$ cat config.mk
export PLATFORM = sky130hd
export DESIGN_NAME = mc_ctrl
export DESIGN_NICKNAME = d
export VERILOG_FILES = /design/src/rtl/mc_ctrl.sv
export SDC_FILE = /design/constraint.sdc
export NUM_CORES = 1
export LEC_CHECK = 0
export ABC_AREA = 1
export CAP_MARGIN = 20
export CELL_PAD_IN_SITES_DETAIL_PLACEMENT = 1
export CELL_PAD_IN_SITES_GLOBAL_PLACEMENT = 2
export CORE_ASPECT_RATIO = 0.9
export CORE_UTILIZATION = 31
export CTS_CLUSTER_SIZE = 28
export DETAILED_ROUTE_END_ITERATION = 8
export PLACE_DENSITY_LB_ADDON = 0.1
export SETUP_SLACK_MARGIN = 0.15
export SYNTH_ARGS = -nofsm -noshare
export SYNTH_HDL_FRONTEND = slang
export SYNTH_SLANG_ARGS = --single-unit
$ cat constraint.sdc
create_clock -name clk -period 4.63 [get_ports clk]
set_clock_uncertainty 0.15 [all_clocks]
set_input_delay 0.6945 -clock clk [delete_from_list [all_inputs] [get_ports clk]]
set_output_delay 0.6945 -clock clk [all_outputs]
set_load 0.005 [all_outputs]
$ cat src/rtl/mc_ctrl.sv
// Multi-cycle MIPS control FSM: sequences FETCH/DECODE/EXE/MEM/WB and drives
// registered datapath strobes, decoded from the state being entered.
module mc_ctrl #(
  parameter int ALUCTRL_W = 5,
  parameter int EXTOP_W   = 2,
  parameter int MEM_WAIT  = 1,
  parameter int EN_JUMP   = 1
) (
  input  logic                 clk,
  input  logic                 rst_n,
  input  logic [5:0]           OpCode,
  input  logic [5:0]           Funct,
  input  logic                 mem_ready,
  output logic                 PCWrite,
  output logic [1:0]           Branch,
  output logic                 jump,
  output logic                 IRWrite,
  output logic                 MemR,
  output logic                 MemW,
  output logic                 IorD,
  output logic                 RegW,
  output logic                 RegDst,
  output logic                 Mem2R,
  output logic                 Alusrc,
  output logic [EXTOP_W-1:0]   EXTOp,
  output logic [ALUCTRL_W-1:0] Aluctrl,
  output logic                 illegal,
  output logic [3:0]           state
);

  localparam logic [ALUCTRL_W-1:0] ALUOp_NOP  = ALUCTRL_W'(0);
  localparam logic [ALUCTRL_W-1:0] ALUOp_ADDU = ALUCTRL_W'(1);
  localparam logic [ALUCTRL_W-1:0] ALUOp_ADD  = ALUCTRL_W'(2);
  localparam logic [ALUCTRL_W-1:0] ALUOp_SUBU = ALUCTRL_W'(3);
  localparam logic [ALUCTRL_W-1:0] ALUOp_SUB  = ALUCTRL_W'(4);
  localparam logic [ALUCTRL_W-1:0] ALUOp_OR   = ALUCTRL_W'(6);
  localparam logic [ALUCTRL_W-1:0] ALUOp_SLT  = ALUCTRL_W'(9);

  localparam logic [EXTOP_W-1:0] EXT_ZERO    = EXTOP_W'(0);
  localparam logic [EXTOP_W-1:0] EXT_SIGNED  = EXTOP_W'(1);
  localparam logic [EXTOP_W-1:0] EXT_HIGHPOS = EXTOP_W'(2);

  localparam logic [5:0] OP_RTYPE = 6'b000000;
  localparam logic [5:0] OP_J     = 6'b000010;
  localparam logic [5:0] OP_BEQ   = 6'b000100;
  localparam logic [5:0] OP_BNE   = 6'b000101;
  localparam logic [5:0] OP_SLTI  = 6'b001010;
  localparam logic [5:0] OP_ORI   = 6'b001101;
  localparam logic [5:0] OP_LUI   = 6'b001111;
  localparam logic [5:0] OP_LW    = 6'b100011;
  localparam logic [5:0] OP_SW    = 6'b101011;

  localparam logic [5:0] F_ADD  = 6'b100000;
  localparam logic [5:0] F_ADDU = 6'b100001;
  localparam logic [5:0] F_SUB  = 6'b100010;
  localparam logic [5:0] F_SUBU = 6'b100011;
  localparam logic [5:0] F_SLT  = 6'b101010;

  typedef enum logic [3:0] {
    S_IDLE   = 4'd0,
    S_FETCH  = 4'd1,
    S_DECODE = 4'd2,
    S_EXE_R  = 4'd3,
    S_WB_R   = 4'd4,
    S_EXE_I  = 4'd5,
    S_WB_I   = 4'd6,
    S_MEMADR = 4'd7,
    S_MEMRD  = 4'd8,
    S_WB_MEM = 4'd9,
    S_MEMWR  = 4'd10,
    S_BR     = 4'd11,
    S_JMP    = 4'd12
  } state_t;

  state_t                 state_q, next_state;
  logic [5:0]             op_q, fn_q, op_eff, fn_eff;
  logic                   mem_ok, bad_state;
  logic                   pcwrite_q, irwrite_q;
  logic                   nx_pcw, nx_jump, nx_irw, nx_memr, nx_memw, nx_iord;
  logic                   nx_regw, nx_regdst, nx_m2r, nx_asrc, nx_illegal;
  logic [1:0]             nx_branch;
  logic [EXTOP_W-1:0]     nx_ext;
  logic [ALUCTRL_W-1:0]   nx_alu;

  function automatic state_t decode_next(input logic [5:0] op, input logic [5:0] fn);
    state_t ns;
    ns = S_FETCH;
    case (op)
      OP_RTYPE: if (fn inside {F_ADDU, F_ADD, F_SUBU, F_SUB, F_SLT}) ns = S_EXE_R;
      OP_ORI, OP_SLTI, OP_LUI: ns = S_EXE_I;
      OP_LW, OP_SW:            ns = S_MEMADR;
      OP_BEQ, OP_BNE:          ns = S_BR;
      OP_J:                    if (EN_JUMP != 0) ns = S_JMP;
      default:                 ns = S_FETCH;
    endcase
    return ns;
  endfunction

  function automatic logic [ALUCTRL_W-1:0] alu_r(input logic [5:0] fn);
    logic [ALUCTRL_W-1:0] a;
    case (fn)
      F_ADDU:  a = ALUOp_ADDU;
      F_ADD:   a = ALUOp_ADD;
      F_SUBU:  a = ALUOp_SUBU;
      F_SUB:   a = ALUOp_SUB;
      F_SLT:   a = ALUOp_SLT;
      default: a = ALUOp_NOP;
    endcase
    return a;
  endfunction

  function automatic logic [ALUCTRL_W-1:0] alu_i(input logic [5:0] op);
    logic [ALUCTRL_W-1:0] a;
    case (op)
      OP_ORI, OP_LUI: a = ALUOp_OR;
      OP_SLTI:        a = ALUOp_SLT;
      default:        a = ALUOp_NOP;
    endcase
    return a;
  endfunction

  function automatic logic [EXTOP_W-1:0] ext_i(input logic [5:0] op);
    logic [EXTOP_W-1:0] e;
    case (op)
      OP_SLTI: e = EXT_SIGNED;
      OP_LUI:  e = EXT_HIGHPOS;
      default: e = EXT_ZERO;
    endcase
    return e;
  endfunction

  assign mem_ok = (MEM_WAIT == 0) ? 1'b1 : mem_ready;
  // In DECODE the IR fields are consumed live; afterwards only the latched copy matters.
  assign op_eff = (state_q == S_DECODE) ? OpCode : op_q;
  assign fn_eff = (state_q == S_DECODE) ? Funct  : fn_q;

  always_comb begin
    next_state = S_FETCH;
    bad_state  = 1'b0;
    case (state_q)
      S_IDLE:   next_state = S_FETCH;
      S_FETCH:  next_state = mem_ok ? S_DECODE : S_FETCH;
      S_DECODE: next_state = decode_next(OpCode, Funct);
      S_EXE_R:  next_state = S_WB_R;
      S_WB_R:   next_state = S_FETCH;
      S_EXE_I:  next_state = S_WB_I;
      S_WB_I:   next_state = S_FETCH;
      S_MEMADR: next_state = (op_q == OP_LW) ? S_MEMRD : S_MEMWR;
      S_MEMRD:  next_state = mem_ok ? S_WB_MEM : S_MEMRD;
      S_WB_MEM: next_state = S_FETCH;
      S_MEMWR:  next_state = mem_ok ? S_FETCH : S_MEMWR;
      S_BR:     next_state = S_FETCH;
      S_JMP:    next_state = S_FETCH;
      default: begin
        next_state = S_FETCH;
        bad_state  = 1'b1;
      end
    endcase
  end

  always_comb begin
    nx_pcw    = 1'b0;
    nx_branch = 2'b00;
    nx_jump   = 1'b0;
    nx_irw    = 1'b0;
    nx_memr   = 1'b0;
    nx_memw   = 1'b0;
    nx_iord   = 1'b0;
    nx_regw   = 1'b0;
    nx_regdst = 1'b0;
    nx_m2r    = 1'b0;
    nx_asrc   = 1'b0;
    nx_ext    = EXT_ZERO;
    nx_alu    = ALUOp_NOP;
    case (next_state)
      S_FETCH: begin
        nx_memr = 1'b1;
        nx_irw  = 1'b1;
        nx_pcw  = 1'b1;
        nx_alu  = ALUOp_ADDU;
      end
      S_DECODE: begin
        nx_alu = ALUOp_ADD;
        nx_ext = EXT_SIGNED;
      end
      S_EXE_R: nx_alu = alu_r(fn_eff);
      S_WB_R: begin
        nx_regw = 1'b1;
        nx_alu  = alu_r(fn_eff);
      end
      S_EXE_I: begin
        nx_asrc = 1'b1;
        nx_alu  = alu_i(op_eff);
        nx_ext  = ext_i(op_eff);
      end
      S_WB_I: begin
        nx_regw   = 1'b1;
        nx_regdst = 1'b1;
        nx_alu    = alu_i(op_eff);
        nx_ext    = ext_i(op_eff);
      end
      S_MEMADR: begin
        nx_asrc = 1'b1;
        nx_ext  = EXT_SIGNED;
        nx_alu  = ALUOp_ADD;
      end
      S_MEMRD: begin
        nx_memr = 1'b1;
        nx_iord = 1'b1;
      end
      S_WB_MEM: begin
        nx_regw   = 1'b1;
        nx_regdst = 1'b1;
        nx_m2r    = 1'b1;
      end
      S_MEMWR: begin
        nx_memw = 1'b1;
        nx_iord = 1'b1;
      end
      S_BR: begin
        nx_alu    = ALUOp_SUB;
        nx_branch = (op_eff == OP_BNE) ? 2'b10 : 2'b01;
      end
      S_JMP: begin
        nx_jump = 1'b1;
        nx_pcw  = 1'b1;
      end
      default: ;
    endcase
    nx_illegal = bad_state || ((state_q == S_DECODE) && (next_state == S_FETCH));
  end

  always_ff @(posedge clk or negedge rst_n) begin
    if (!rst_n) begin
      state_q   <= S_IDLE;
      op_q      <= '0;
      fn_q      <= '0;
      pcwrite_q <= 1'b0;
      irwrite_q <= 1'b0;
      Branch    <= 2'b00;
      jump      <= 1'b0;
      MemR      <= 1'b0;
      MemW      <= 1'b0;
      IorD      <= 1'b0;
      RegW      <= 1'b0;
      RegDst    <= 1'b0;
      Mem2R     <= 1'b0;
      Alusrc    <= 1'b0;
      EXTOp     <= EXT_ZERO;
      Aluctrl   <= ALUOp_NOP;
      illegal   <= 1'b0;
    end else begin
      state_q   <= next_state;
      if (state_q == S_DECODE) begin
        op_q <= OpCode;
        fn_q <= Funct;
      end
      pcwrite_q <= nx_pcw;
      irwrite_q <= nx_irw;
      Branch    <= nx_branch;
      jump      <= nx_jump;
      MemR      <= nx_memr;
      MemW      <= nx_memw;
      IorD      <= nx_iord;
      RegW      <= nx_regw;
      RegDst    <= nx_regdst;
      Mem2R     <= nx_m2r;
      Alusrc    <= nx_asrc;
      EXTOp     <= nx_ext;
      Aluctrl   <= nx_alu;
      illegal   <= nx_illegal;
    end
  end

  // A stalled fetch must not commit IR or PC until memory delivers the word.
  assign IRWrite = irwrite_q & mem_ok;
  assign PCWrite = pcwrite_q & (mem_ok | (state_q != S_FETCH));
  assign state   = state_q;

endmodule

Word-level counts from Yosys, hierarchy flattened

Index checks and enable logic that the tools add are counted.

Reductions and logical operators: 19
Multiplexer cells: 27
Bitwise operators: 3
Eq/ne operators: 48

Operators by type and width:

| cell               | number |
|---|---|
| $eq 6x6->1 const B | 13 |
| $pmux 4 s5         | 3 |
| $eq 4x4->1 const B | 10 |
| $eq 6x4->1 const B | 6 |
| $eq 4x3->1 const B | 8 |
| $pmux 4 s7         | 1 |
| $reduce_or 2->1    | 11 |
| $eq 6x3->1 const B | 3 |
| $eq 4x2->1 const B | 4 |
| $reduce_or 13->1   | 1 |
| $mux 1             | 12 |
| $mux 6             | 2 |
| $mux 2             | 5 |
| $eq 4x1->1 const B | 2 |
| $pmux 2 s2         | 2 |
| $pmux 4 s2         | 1 |
| $eq 6x2->1 const B | 1 |
| $logic_not 6->1    | 1 |
| $reduce_or 3->1    | 2 |
| $reduce_bool 5->1  | 1 |
| $logic_not 4->1    | 1 |
| $mux 4             | 1 |
| $ne 4x1->1 const B | 1 |
| $and 1x1->1        | 2 |
| other kinds (3)    | 3 |

Output and inout port bits: 24
Register bits: 36
Bits of input ports: 15
Logic and storage cells: 114

Logic depth before layout (Yosys ltp)

Gate-level depths: netlist of the first run.

Depth after elaboration: 8
Depth in mapped cells: 12
Mapped depth without buffers: 11

Least setup slack after synthesis of the first run

OpenSTA, ideal clock, no wires.

Path kind: input port to flip-flop
Start: in OpCode[4]
End: reg Aluctrl[0]
Stages: 11
Required time: 4.411 ns
Data arrival time: 1.655 ns
Library setup time: 0.069 ns
Path slack: 2.756 ns
Buffers on the path: 0
Path through: nor2_1 nand2_1 nor2_1 nor2_1 nand2_1 nand2_1 nand2_1 nand3_1 nor2_2 nand2_1 nand3_1

Cells in the longest elaborated chain, start to end: 7
Elaborated cells on any way between the ends: 32
Those cells by class: eq/ne (19); mux (5); reduce/logical (8)

RTL lines:

| element                                            | RTL line | text |
|---|---|---|
| start: declaration                                 | 11       | `input logic [5:0] OpCode,` |
| $eq 6x4->1 (tied with other cells)                 | 88       | `case (op)` |
| $reduce_or 3->1 or $reduce_or 2->1 (tied branches) | 88       |  |
| $pmux 4 s5 *                                       | 88       |  |
| $pmux 4 s7 *                                       | 140      | `case (state_q)` |
| net next_state[2]                                  | 75       | `state_t state_q, next_state;` |
| $eq 4x3->1 or $eq 4x2->1 (tied branches)           | 175      | `case (next_state)` |
| $reduce_or 2->1 (no source line)                   | --       |  |
| $pmux 4 s5 *                                       | 175      |  |
| net nx_alu[0]                                      | 83       | `logic [ALUCTRL_W-1:0] nx_alu;` |
| end signal: assignment                             | 250      | `Aluctrl <= ALUOp_NOP;` |
| end signal: assignment                             | 270      | `Aluctrl <= nx_alu;` |
| end: declaration                                   | 26       | `output logic [ALUCTRL_W-1:0] Aluctrl,` |

The timed path passes the listed nets; every way through them passes the cells marked *.

Worst setup path after layout of the first run

Start: in mem_ready
End: out PCWrite

Cells in the longest elaborated chain, start to end: 2

RTL lines:

| element            | RTL line | text |
|---|---|---|
| start: declaration | 13       | `input logic mem_ready,` |
| $or 1x1->1         | 277      | `assign PCWrite = pcwrite_q & (mem_ok \| (state_q != S_FETCH));` |
| $and 1x1->1        | 277      |  |
| end: declaration   | 14       | `output logic PCWrite,` |

No other way between the ends.

==> impl_metrics.ini, run 1 <==
[cells_and_area]
area_growth_pct = 29.36
instances_no_fill = 348
stdcell_area_um2 = 2376
multi_input_area_um2 = 780.7
fillers = 711
drive_gt1_share_pct = 14.39
seq_area_um2 = 875.8
layout.nets = 292
diodes = 0

[placed_design]
globalplace.congestion = 0.7548
dp.cells = 340
numPortBuffers = 37
placed_area_um2 = 2276
hpwlAfterDp_um = 3631

[synth]
synth.cell_area_um2 = 1837
synth_seq_cells = 35
yosys-top-cells-area = dfrtp_1 48%, nand2_1 12%, nor2_1 7.2%
synth_common_cells = 58 x nand2_1, 35 x dfrtp_1, 35 x nor2_1
yosysTopAreaCell = dfrtp_1
syn_nets = 250
synth-edff-count = 0
yosysSeqAreaShare_pct = 47.68
yosysWarningCount = 0
synth_flop_cell = dfrtp_1
synthArstFlopShare_pct = 100.0
synth_cell_type_count = 27
yosysTopAreaCellShare_pct = 47.68
syn_inst = 235
yosysMostFrequentCell = nand2_1
syn_area_per_cell_um2 = 7.816

[die]
core_area_um2 = 5693
start_util_pct = 32.26
fp.dieH_um = 75.03
die_w_um = 83.14
rows = 26
io_pins = 39
die_area_um2 = 6237

[sta]
period_minus_slack_ns = 2.828
fin_crit_sh_pct = 61.08
setup_viol = 0
hold_viol_final = 0
drv_slew = 0
clock.fmax_ghz = 0.3536
setup-tns-final_ns = 0
rsz0062_at_grt = false

[hold_path]
worstHoldPathType = flop to flop

[run_status]
status = finished clean

[routing]
drt-vias-per-instance = 4.589
firstDrtPassIters = 4
wirelength_um = 4726
drc = 0
drt_iter0_markers = 61
ant_nets = 0
vias = 1597
drt-wirelength-per-cell_um = 13.58

[clocking]
clock_path_buffers = 2
cts_setup_buffers = 0
clkLatencyLatePin_ns = 0.29
clk_pin_slew_worst_paths_ns = 0.07
clock_sinks = 35
ctsResizeCount = 0
h-tree-depth = 2
ctsRootBufferMaster = clkbuf_8
cts_buffers = 5
cts_tree = yes
holdBufCountCts = 0

[global_route]
grt_max_degree = 36
grt-ovfl-total = 0
grt_pass1_wl_um = 7921
antenna_found_initial = 0
first_global_vias = 1566
grt_use_total_pct = 16.44

[power]
leakage_uw = 0.001201
p_sw_uw = 563.9
total_power_uw = 1361
pwr-share-clk_pct = 18.1
pwr-share-seq_pct = 34.3
netSwitchingFraction_pct = 41.42
internal_power_uw = 797.4
ir_worst_vdd_mv = 0.1895
p_comb_share_pct = 47.6
power_density_nw_per_um2 = 572.9

[flow_run]
max_cap_violations = 0

[setup_path]
crit_type = input pin to output pin
reg2reg_slack_ns = 2.56
crit_fanout = 4
cp.arrival_ns = 1.98
worst_setup_path_end_kind = output pin
critPathRequiredTime_ns = 3.79
cp-start-kind = input pin
-- kinds of logic after synthesis --
family,count (synthesis),synth area share (%)
other,1,0.2042
DFF,35,47.68
and+or+nand+nor,134,33.11
AOI/OAI and AO/OA,21,9.197
buffers and inverters,44,9.809
-- flip-flops by register name (all words and copies together), names as in the netlist --
signal and cells:
MemW 1, Branch 2, RegW 1, jump 1, Mem2R 1, irwrite_q 1
fn_q 6, Alusrc 1, pcwrite_q 1, illegal 1, IorD 1, op_q 6
MemR 1, Aluctrl 4, EXTOp 2, state 4, RegDst 1
-- cells in the final DEF (no fill, tap or decap), drive strengths merged, types with 2 or more instances in the layout --
| cell type | count |
|---|---|
| nor2 | 43 |
| clkdlybuf4s50 | 37 |
| clkbuf | 8 |
| nand3 | 19 |
| nand4 | 3 |
| nand3b | 2 |
| nand2 | 61 |
| dfrtp | 35 |
| o21ai | 14 |
| a21oi | 3 |
| inv | 41 |
| nor3 | 5 |
-- layout make-up --
type | instances | share of cell area, %
clock buffer | 8 | 4.213
tap | 70 | 3.686
inverter | 41 | 6.477
timing repair buffer | 38 | 15.90
sequential | 35 | 36.86
multi-input combinational | 156 | 32.86
-- final timing paths --
check,startpoint,to,depth (start not counted)
worst max-delay path,mem_ready,PCWrite,6
worst min-delay path,fn_q[2],fn_q[2],2
worst max register to register,state[3],Aluctrl[0],11
worst min register to register,fn_q[2],fn_q[2],2
max in group asynchronous,rst_n,fn_q[1],2
min in group asynchronous,rst_n,illegal,2
-- power by group through the flow --
| stage | combinational [uW] | sequential (uW) | clock (uW) |
|---|---|---|---|
| floorplan | 434 | 465 | 0 |
| global placement | 650 | 473 | 0 |
| detailed placement | 651 | 474 | 0 |
| CTS | 657 | 469 | 254 |
| global route | 732 | 480 | 270 |
| finish | 648 | 467 | 246 |
-- per-stage QoR --
step	hold WS, ns	worst slack, ns	util [%]
4_1_cts	0.3588	1.783	41.74
5_1_grt	0.3804	1.692	41.74
6_report	0.3520	1.802	41.74
3_5_place_dp	0.3376	1.784	39.98
2_1_floorplan	0.2489	2.756	-
3_3_place_gp	0.3312	1.825	39.98
-- critical path, cell delays in order --
cell	delay, ns
clkdlybuf4s50_1	0.53
inv_1	0.09
nand2_1	0.09
nand2_1	0.05
inv_1	0.05
clkdlybuf4s50_1	0.48
-- routing by layer --
layer / part of all wire (%) / vias up / global-route usage (%)
li1: - / 811 / -
met1: 53 / 740 / 23.82
met2: 41 / 38 / 24.50
met3: 4.4 / 8 / 3.728
met4: 1.2 / 0 / 5.172
met5: 0 / - / 0
Power figures use the tool's default switching activity.
==> inputs of run 2 (changes only) <==
Settings changed: CORE_UTILIZATION 31 to 26.
Clock period 4.63 ns to 2.5 ns, I/O delays scaled along.
==> impl_metrics.ini, run 2 (same netlist as run 1, synthesis figures left out) <==
[routing]
firstDrtPassIters = 4
wirelength_um = 4826
drc = 0
drt_iter0_markers = 71
ant_nets = 0
vias = 1613
drt-wirelength-per-cell_um = 12.97
drt-vias-per-instance = 4.336

[clocking]
cts_buffers = 5
cts_tree = yes
h-tree-depth = 2
cts_setup_buffers = 0
clock_path_buffers = 2
clkLatencyLatePin_ns = 0.28
clk_pin_slew_worst_paths_ns = 0.07
clock_sinks = 35
ctsRootBufferMaster = clkbuf_8

[setup_path]
cp-endpoint = PCWrite
worst_setup_path_end_kind = output pin
critPathRequiredTime_ns = 1.98
r2r_cells = 11
r2r_start = state[1]
crit_fanout = 6
reg2reg_to = Aluctrl[0]
reg2reg_slack_ns = 0.56
cp-start-kind = flop
crit_type = flop to output pin
cp.arrival_ns = 1.67
worstSetupStartpoint = state[2]

[global_route]
grtUsageMet1_pct = 19.43
busiest_layer = met2
grt_pass1_wl_um = 8280
antenna_found_initial = 0
first_global_vias = 1689
grt_max_degree = 36
met2_usage_pct = 24.17
grt-ovfl-total = 0
grtUsageMet3_pct = 2.685
grt_use_total_pct = 14.66

[cells_and_area]
layout.nets = 296
drive_gt1_share_pct = 16.67
top_regs = fn_q: 6 flops, op_q: 6 flops
final_cell_mix = 58 x nand2_1, 37 x clkdlybuf4s50_1, 34 x nor2_1, 34 x inv_1, 32 x dfrtp_1
final_common_cell = nand2_1
area_growth_pct = 31.68
fillers = 832
diodes = 0

[flow_run]
max_cap_violations = 0

[die]
fp.dieH_um = 81.74
start_util_pct = 27.45
io_pins = 39
die_area_um2 = 7405
rows = 28
die_w_um = 90.60
core_area_um2 = 6691

[placed_design]
numPortBuffers = 37
globalplace.congestion = 0.7802
dp_slack_ns = 0.1431
hpwlAfterDp_um = 3859

[power]
power_density_nw_per_um2 = 1031
ir_worst_vdd_mv = 0.2808
total_power_uw = 2494
leakage_uw = 0.001206

[sta]
hold_viol_final = 0
setup_ws_ns = 0.3071
fin_crit_sh_pct = 87.72
clock.fmax_ghz = 0.4560
setup_viol = 0
setup-tns-final_ns = 0
drv_slew = 0
period_minus_slack_ns = 2.193
hold_slack_ns = 0.3490
rsz0062_at_grt = false

[run_status]
status = finished clean

[hold_path]
worstHoldPathType = input pin to async pin
-- run 2: through the flow --
stage | instance area (um^2) | util (%) | instances
after floorplan | 1837 | - | 235
after CTS | 2412 | 36.05 | 372
after detailed placement | 2331 | 34.84 | 364
final | 2419 | 36.14 | 372
after global placement | 2331 | 34.84 | 364
after global routing | 2419 | 36.14 | 372
-- run 2: final cells by class --
type | count | area, um^2 | share of cell area (%)
Clock buffer | 7 | 76.32 | 3.156
Tap cell | 90 | 112.6 | 4.656
Timing Repair Buffer | 42 | 407.9 | 16.86
Inverter | 41 | 153.9 | 6.363
Sequential cell | 35 | 879.6 | 36.37
Multi-Input combinational cell | 156 | 783.3 | 32.38
Clock inverter | 1 | 5.005 | 0.2069
-- run 2: how the worst min path moves through the flow --
stage	cells past startpoint	slack (ns)	end
3_3_place_gp	2	0.33	fn_q[2]
2_1_floorplan	0	-0.07	Aluctrl[0]
3_5_place_dp	2	0.34	fn_q[2]
5_1_grt	2	0.38	fn_q[2]
6_report	2	0.35	RegDst
4_1_cts	2	0.36	fn_q[2]
-- run 2: critical path, stage by stage, from the launching register on --
cell and delay (ns):
dfrtp_2 0.45, inv_2 0.08, nand2_1 0.13, nor2_2 0.13, nand2_1 0.08, nand2_1 0.06
inv_1 0.03, clkdlybuf4s50_1 0.43
-- run 2: where the power goes --
group | internal (uW) | leakage, uW | total [uW] | switching [uW]
Clock | 196 | 0.0000422 | 403 | 207
Sequential | 762 | 0.000446 | 859 | 97.0
Combinational | 482 | 0.000718 | 1230 | 751
-- run 2: per-layer routing --
layer | vias up | wire [um]
met1 | 775 | 2403
met3 | 5 | 124
li1 | 810 | -
met4 | 0 | 47
met5 | - | 0
met2 | 23 | 2250
-- run 2: repair_timing --
| item | in CTS | in global routing |
|---|---|---|
| endpoints found under the setup margin | 0 | 1 |
| resized for setup | 0 | 4 |
| hold buffers | 0 | 0 |
==> inputs of run 3 (changes only) <==
Settings changed: CTS_CLUSTER_SIZE 28 to 40, SKIP_LAST_GASP set to 1.
==> results of run 3 <==
No change in the layout: final DEF, timing and power equal those of run 2.
